[src/rtl/alu4_seq_ctrl_pkg.sv]
// Shared types and constants for the alu4 command sequencer: widths, FSM encoding,
// add/sub selector values and the operand-b mux helper. No logic, no latency.
package alu4_seq_ctrl_pkg;

    localparam int DATA_W = 4;
    localparam int NREGS  = 4;
    localparam int ADDR_W = $clog2(NREGS);

    typedef enum logic [1:0] {
        IDLE = 2'd0,
        EXEC = 2'd1,
        RESP = 2'd2
    } state_t;

    localparam logic ADD = 1'b0;
    localparam logic SUB = 1'b1;

    // Result fields captured from the ALU in EXEC and held through RESP.
    typedef struct packed {
        logic [DATA_W-1:0] data;
        logic              zero;
        logic              overflow;
    } rsp_t;

    function automatic logic [DATA_W-1:0] sel_b(
        input logic              b_imm,
        input logic [DATA_W-1:0] imm,
        input logic [DATA_W-1:0] rs2_val
    );
        return b_imm ? imm : rs2_val;
    endfunction

endpackage

[src/rtl/alu4_regfile.sv]
// NREGS x DATA_W register file: two combinational read ports, one write port (1-cycle),
// async clear; r0 optionally hardwired to zero. No backpressure.
module alu4_regfile #(
    parameter int NREGS     = 4,
    parameter int DATA_W    = 4,
    parameter int REG0_ZERO = 1
) (
    input  logic                     clk,
    input  logic                     rst,
    input  logic [$clog2(NREGS)-1:0] raddr1,
    input  logic [$clog2(NREGS)-1:0] raddr2,
    output logic [DATA_W-1:0]        rdata1,
    output logic [DATA_W-1:0]        rdata2,
    input  logic                     we,
    input  logic [$clog2(NREGS)-1:0] waddr,
    input  logic [DATA_W-1:0]        wdata
);

    logic [DATA_W-1:0] regs [NREGS];
    logic              wr_en;

    assign wr_en = we && !((REG0_ZERO != 0) && (waddr == '0));

    always_ff @(posedge clk or posedge rst) begin
        if (rst) begin
            for (int i = 0; i < NREGS; i++) begin
                regs[i] <= '0;
            end
        end else if (wr_en) begin
            regs[waddr] <= wdata;
        end
    end

    // r0 is masked on the read side too, so it reads zero regardless of storage.
    always_comb begin
        rdata1 = regs[raddr1];
        rdata2 = regs[raddr2];
        if ((REG0_ZERO != 0) && (raddr1 == '0)) rdata1 = '0;
        if ((REG0_ZERO != 0) && (raddr2 == '0)) rdata2 = '0;
    end

endmodule

[src/rtl/alu4_seq_ctrl.sv]
// Serialised command sequencer for the alu4 slice: register-file operand fetch, ALU drive, write-back.
// Accept at edge T, rsp_valid from T+2 (3 cycles/cmd min); cmd_ready low until the response is taken.
module alu4_seq_ctrl #(
    parameter int DATA_W    = alu4_seq_ctrl_pkg::DATA_W,
    parameter int NREGS     = alu4_seq_ctrl_pkg::NREGS,
    parameter int REG0_ZERO = 1
) (
    input  logic                     clk,
    input  logic                     rst,
    input  logic                     cmd_valid,
    output logic                     cmd_ready,
    input  logic [1:0]               cmd_op,
    input  logic                     cmd_add_sub,
    input  logic [DATA_W-1:0]        cmd_i3,
    input  logic [$clog2(NREGS)-1:0] cmd_rd,
    input  logic [$clog2(NREGS)-1:0] cmd_rs1,
    input  logic [$clog2(NREGS)-1:0] cmd_rs2,
    input  logic                     cmd_b_imm,
    input  logic [DATA_W-1:0]        cmd_imm,
    output logic                     rsp_valid,
    input  logic                     rsp_ready,
    output logic [DATA_W-1:0]        rsp_data,
    output logic                     rsp_zero,
    output logic                     rsp_overflow,
    output logic                     sticky_ovf,
    input  logic                     clr_sticky,
    output logic [DATA_W-1:0]        alu_a,
    output logic [DATA_W-1:0]        alu_b,
    output logic [DATA_W-1:0]        alu_i3,
    output logic [1:0]               alu_op,
    output logic                     alu_add_sub,
    input  logic [DATA_W-1:0]        alu_f,
    input  logic                     alu_zero,
    input  logic                     alu_overflow
);

    import alu4_seq_ctrl_pkg::*;

    localparam int AW = $clog2(NREGS);

    state_t            state_q;
    state_t            state_d;
    logic              cmd_fire;
    logic              exec_cap;
    logic [AW-1:0]     rd_q;
    logic [DATA_W-1:0] rs1_val;
    logic [DATA_W-1:0] rs2_val;
    rsp_t              rsp_q;

    alu4_regfile #(
        .NREGS     (NREGS),
        .DATA_W    (DATA_W),
        .REG0_ZERO (REG0_ZERO)
    ) u_regfile (
        .clk    (clk),
        .rst    (rst),
        .raddr1 (cmd_rs1),
        .raddr2 (cmd_rs2),
        .rdata1 (rs1_val),
        .rdata2 (rs2_val),
        .we     (exec_cap),
        .waddr  (rd_q),
        .wdata  (alu_f)
    );

    always_ff @(posedge clk or posedge rst) begin
        if (rst) begin
            state_q <= IDLE;
        end else begin
            state_q <= state_d;
        end
    end

    // cmd_ready is gated by rst directly so it is low for the whole reset pulse.
    always_comb begin
        state_d   = state_q;
        cmd_ready = 1'b0;
        rsp_valid = 1'b0;
        cmd_fire  = 1'b0;
        exec_cap  = 1'b0;
        unique case (state_q)
            IDLE: begin
                cmd_ready = !rst;
                if (cmd_valid && !rst) begin
                    cmd_fire = 1'b1;
                    state_d  = EXEC;
                end
            end
            EXEC: begin
                exec_cap = 1'b1;
                state_d  = RESP;
            end
            RESP: begin
                rsp_valid = 1'b1;
                if (rsp_ready) begin
                    state_d = IDLE;
                end
            end
            default: begin
                state_d = IDLE;
            end
        endcase
    end

    // ALU drive registers only move on an accepted command; they hold otherwise.
    always_ff @(posedge clk or posedge rst) begin
        if (rst) begin
            alu_a       <= '0;
            alu_b       <= '0;
            alu_i3      <= '0;
            alu_op      <= '0;
            alu_add_sub <= ADD;
            rd_q        <= '0;
        end else if (cmd_fire) begin
            alu_a       <= rs1_val;
            alu_b       <= sel_b(cmd_b_imm, cmd_imm, rs2_val);
            alu_i3      <= cmd_i3;
            alu_op      <= cmd_op;
            alu_add_sub <= cmd_add_sub;
            rd_q        <= cmd_rd;
        end
    end

    always_ff @(posedge clk or posedge rst) begin
        if (rst) begin
            rsp_q <= '0;
        end else if (exec_cap) begin
            rsp_q.data     <= alu_f;
            rsp_q.zero     <= alu_zero;
            rsp_q.overflow <= alu_overflow;
        end
    end

    assign rsp_data     = rsp_q.data;
    assign rsp_zero     = rsp_q.zero;
    assign rsp_overflow = rsp_q.overflow;

    // A captured overflow takes priority over a simultaneous clear request.
    always_ff @(posedge clk or posedge rst) begin
        if (rst) begin
            sticky_ovf <= 1'b0;
        end else if (exec_cap && alu_overflow) begin
            sticky_ovf <= 1'b1;
        end else if (clr_sticky) begin
            sticky_ovf <= 1'b0;
        end
    end

endmodule

[config.mk]
export PLATFORM = sky130hd
export DESIGN_NAME = alu4_seq_ctrl
export DESIGN_NICKNAME = d
export VERILOG_FILES = /design/src/rtl/alu4_seq_ctrl_pkg.sv /design/src/rtl/alu4_regfile.sv /design/src/rtl/alu4_seq_ctrl.sv
export SDC_FILE = /design/constraint.sdc
export NUM_CORES = 1
export LEC_CHECK = 0
export ABC_AREA = 1
export BUFFER_PORTS_ARGS = -buffer_cell sky130_fd_sc_hd__buf_2
export CAP_MARGIN = 20
export CORE_ASPECT_RATIO = 0.7
export CORE_UTILIZATION = 40
export DETAILED_ROUTE_END_ITERATION = 8
export SLEW_MARGIN = 10
export SYNTH_ARGS = -nofsm -noshare
export SYNTH_HDL_FRONTEND = slang
export SYNTH_SLANG_ARGS = --single-unit
export TNS_END_PERCENT = 50
[constraint.sdc]
create_clock -name clk -period 1.5 [get_ports clk]
set_clock_uncertainty 0.05 [all_clocks]
set_input_delay 0.15 -clock clk [delete_from_list [all_inputs] [get_ports clk]]
set_output_delay 0.15 -clock clk [all_outputs]
set_load 0.02 [all_outputs]
Yosys cells after proc, flatten, opt, wreduce, memory -nomap -nowiden
Index checks and enable logic that the tools add are counted.
{"block": "classes", "n_eq_ne": 4, "reduce_logical": 12, "n_bitwise": 3, "order_cmp": 4, "mux": 22}
{"operator": "4-bit 2-to-1 mux", "count": 8}
{"operator": "4-bit binary-select mux with 2-bit select", "count": 2}
{"operator": "16-bit bitwise mux", "count": 1}
{"operator": "3-bit greater-or-equal comparator, second input constant", "count": 3}
{"operator": "2-bit inverter with 3-bit output", "count": 3}
{"operator": "4-bit demux with 2-bit select", "count": 1}
{"operator": "2-bit logical NOT", "count": 4}
{"operator": "1-bit 2-to-1 mux", "count": 7}
{"operator": "2-bit one-hot mux with 3 select lines", "count": 1}
{"operator": "1-bit logical AND", "count": 4}
{"operator": "2-bit 2-to-1 mux", "count": 2}
{"operator": "2-bit != test, second input constant", "count": 2}
{"operator": "3-bit by 1-bit less-than comparator with 1-bit output, second input constant", "count": 1}
{"operator": "2-bit by 1-bit == test with 1-bit output, second input constant", "count": 1}
{"operator": "2-bit == test, second input constant", "count": 1}
{"operator": "1-bit logical NOT", "count": 2}
{"operator": "2-bit AND reduction", "count": 1}
{"operator": "2-bit nonzero test", "count": 1}
{"block": "totals", "input_bits": 29, "out_inout_bits": 24, "regBits": 42}

Depth between registers and ports, before layout
{"block": "depth", "ltp_word": 6, "depth_mapped": 7}

By module
Synthesis repeated with hierarchy kept, for this count alone.
{"block": "hier_totals", "hier_cells": 263, "hier_area_um2": 2038.2}
{"mod": "alu4_seq_ctrl", "cells_each": 129, "area_each_um2": 1112.3, "instances": 1}
{"mod": "alu4_regfile", "cells_each": 134, "area_each_um2": 925.9, "instances": 1}

Least setup slack after synthesis
OpenSTA, ideal clock, no wires.
{"block": "synth_path", "path_type": "input to register", "start": "in rst", "end": "reg alu_a[0]", "cell_stages": 5, "slack_ns": -0.384, "arrival_time_ns": 1.709, "t_required_ns": 1.325, "setup_time_ns": 0.125, "cell_sequence": "inv_1 -> nand3_2 -> buf_2 -> nand2_1 -> o21ai_1"}
{"block": "synth_via", "elab_chain_len": 4}
{"item": "from (decl)", "line": "alu4_seq_ctrl.sv:9", "source": "input logic rst,"}
{"item": "1-bit logical NOT (no source line)"}
{"item": "1-bit logical AND", "line": "alu4_seq_ctrl.sv:84", "source": "if (cmd_valid && !rst) begin"}
{"item": "1-bit 2-to-1 mux", "line": "alu4_seq_ctrl.sv:84"}
{"item": "1-bit 2-to-1 mux", "line": "alu4_seq_ctrl.sv:81", "source": "unique case (state_q)"}
{"item": "to (signal assigned)", "line": "alu4_seq_ctrl.sv:115", "source": "alu_a <= rs1_val;"}
{"item": "to (decl)", "line": "alu4_seq_ctrl.sv:27", "source": "output logic [DATA_W-1:0] alu_a,"}
No other way between the ends.
A chain may end at the register's enable or synchronous reset.

Worst setup path after layout
{"block": "layout_path", "start": "reg state_q[1]", "end": "out cmd_ready"}
{"block": "layout_via", "elab_chain_len": 2}
{"item": "from (decl)", "line": "alu4_seq_ctrl.sv:41", "source": "state_t state_q;"}
{"item": "from (signal assigned)", "line": "alu4_seq_ctrl.sv:70", "source": "state_q <= state_d;"}
{"item": "2-bit logical NOT", "line": "alu4_seq_ctrl.sv:81"}
{"item": "1-bit 2-to-1 mux", "line": "alu4_seq_ctrl.sv:81"}
{"item": "to (decl)", "line": "alu4_seq_ctrl.sv:11", "source": "output logic cmd_ready,"}
No other way between the ends.

==> impl_metrics.ini <==
[run_status]
outcome = complete, but fails checks
failed_checks = design-rule violations

[routing]
detail_route.wl_per_cell_um = 11.9
post-route-drc-count = 7
ant_nets = 0
vias = 1602
drtIter0Drc = 103
firstDrtPassIters = 8
totalWireLength_um = 4110
vias_per_cell = 4.66

[synthesis]
synthTopCellsByCount = nand2_1, dfrtp_1, inv_1, o21ai_0, a21oi_1
post_synthesis_cells = 233
synth.cell_area_um2 = 1920
synth.lib_cells_used.distinct = 21
synth_top_area_share_pct = 54.7
synthesis.area_per_instance_um2 = 8.25
synth-edff-count = 0
asyncSetResetFlopFracSynth_pct = 100
cell_taking_the_most_area_after_synthesis = dfrtp_1
seq_area_frac_synth_pct = 54.7
postSynthRegisterBits = 42
synth.area.top_cells = dfrtp_1, nand2_1, o21ai_0
yosys_warnings = 0
dominant_cell_by_count_in_the_synthesized_netlist = nand2_1
synth_flop_cell = dfrtp_1
synthesis.nets = 262

[timing]
fin_crit_sh_pct = 95.4
report.final.setup_viol = 0
slew-limit-headroom_pct = 72.4
transition_at_the_pin_with_the_smallest_max_transition_slack_ns = 0.414
timing.setup.tns_ns = 0
rsz0062_at_grt = false
slew_viol_final = 0
fmaxAchievable_mhz = 699
timing.final.hold_violations = 0
min_period_ns = 1.43
fin_worst_hold_slack_ns = 0.00704

[hold_path]
min_from = cmd_i3[1]
min_delay_path_depth = 3
min_to = alu_i3[1]
hold_path_class = input pin to flip-flop

[global_route]
first_global_vias = 1464
antenna_found_initial = 0
global_route_usage_sum_pct = 17.9
grt_first_pass_wirelength_um = 6810
grt-ovfl-total = 0
grt_start_max_net_pins = 33

[layout]
final_layout_size_suffix_gt1_share_pct = 25.3
n_fill_cell = 444
antenna_cells_inserted = 0
area_overhead_vs_synth_pct = 22.1
final-instance-count-excl-fill = 344
nets = 317

[floorplan]
floorplan.rows = 20
initial_utilization_pct = 42.9
die_width_um = 84.9
dieArea_um2 = 5090
io_pins = 53
chip_height_um = 60.0
core_area_um2 = 4480

[place]
io_buffer_count = 52
detailedPlacementHpwl_um = 3050
placed_instance_count = 332
globalplace.congestion = 0.813

[clock_network]
tritoncts = built
htree_num_levels = 2
cts-buffers-inserted = 5
clock_path_buffers = 2
clk_sinks = 42
post-cts-setup-buffer-count = 0
clock_tree_root = clkbuf_8
worst_skew_pair.late_latency_ns = 0.29
clk_pin_slew_worst_paths_ns = 0.08

[worst_setup_path]
cp.required_ns = 1.30
worstSetupEndpointType = output port
timing.critical_path.fanout_max = 3
critical_path.startpoint_type = flip-flop
r2r-start = state_q[1]
critical_path.reg2reg.endpoint = alu_a[1]
reg_to_reg_slack_setup_ns = 0.20
critical_path.startpoint = state_q[1]
critical_path_class = flip-flop to output port
worst-endpoint-arrival_ns = 1.23
rr_worst_depth = 5

[job]
maxCapViolCount = 0

[pwr]
power.leakage_nw = 1.29
max-vdd-ir-drop_mv = 0.793
pwr_density_cell_nw_per_um2 = 1510
[worst max-delay path, cell delays in order (launching register included)]
cell and delay, ns:
dfrtp_1 0.43, nor2_2 0.18, inv_2 0.09, nor2_1 0.08
buf_2 0.16
[layer usage]
layer / up-vias / routed length (µm) / part of all wire, % / GRT usage [%]
met1: 723 / 2190 / 53 / 25.9
li1: 833 / - / - / -
met2: 41 / 1680 / 41 / 26.0
met4: 0 / 34 / 0.83 / 5.81
met3: 5 / 200 / 4.9 / 4.97
met5: - / 0 / 0 / 0
[power by group]
group          switching, mW  internal [mW]  total (mW)
Clock                  0.369          0.371       0.740
Combinational          0.701          0.408        1.11
Sequential             0.220           1.48        1.70
[registers in the layout, indices dropped and copies added, names as in the netlist, 2 cells and up]
name and flops:
u_regfile.regs 16, alu_a 4, alu_b 4, alu_i3 4, rsp_data 4, alu_op 2
rd_q 2, state_q 2
[cells by family after synthesis]
kind of cell | count (synthesis) | share of synthesized area, %
buf+inv | 40 | 9.30
flops | 42 | 54.7
compound gates | 49 | 13.1
simple gates | 102 | 22.9
[worst max path at each step]
stage	to	slack [ns]	cells past startpoint
final	cmd_ready	0.07	4
after detailed placement	alu_a[2]	0.21	5
after CTS	cmd_ready	0.05	4
after global routing	cmd_ready	0.009	4
after global placement	alu_a[0]	0.23	5
after floorplan	alu_a[0]	0.00004	5
[stage by stage]
| step | power (mW) | instance area, µm² | worst slack (ns) | utilization (%) |
|---|---|---|---|---|
| 5_1_grt | 3.83 | 2350 | 0.00897 | 52.4 |
| 2_1_floorplan | 2.47 | 1950 | 0.0000370 | - |
| 6_report | 3.55 | 2350 | 0.0689 | 52.4 |
| 4_1_cts | 3.59 | 2340 | 0.0463 | 52.2 |
| 3_5_place_dp | 2.83 | 2220 | 0.209 | 49.5 |
| 3_3_place_gp | 2.81 | 2220 | 0.234 | 49.5 |
[layout by cell type (no fill, tap or decap)]
cell           count
nand2_1           81
buf_2             52
dfrtp_1           42
inv_1             27
o21ai_0           22
a21oi_1           16
o21ai_1            9
nand3_1            8
nor2_1             6
clkbuf_8           6
dlygate4sd3_1      4
inv_2              2
nand3_2            2
buf_4              2
clkinvlp_4         1
nand2_4            1
nor2_2             1
nor2_8             1
nand3_4            1
nor2_4             1
a21oi_2            1
o21ai_2            1
clkbuf_1           1
clkinv_2           1
[repair_timing]
item,in CTS,in global routing
hold buffers,3,1
endpoints found under the hold margin,12,1
gates resized for setup,0,0
[area by class of cell]
class,count,area [µm²],share of cell area (%)
Sequential cell,42,1050,44.8
Multi-Input combinational cell,151,706,30.0
Clock inverter,1,5.00,0.213
Inverter,30,116,4.95
Timing Repair Buffer,58,315,13.4
Clock buffer,7,86.3,3.68
Tap cell,55,68.8,2.93
No activity file was read; power rests on OpenSTA's default activity.
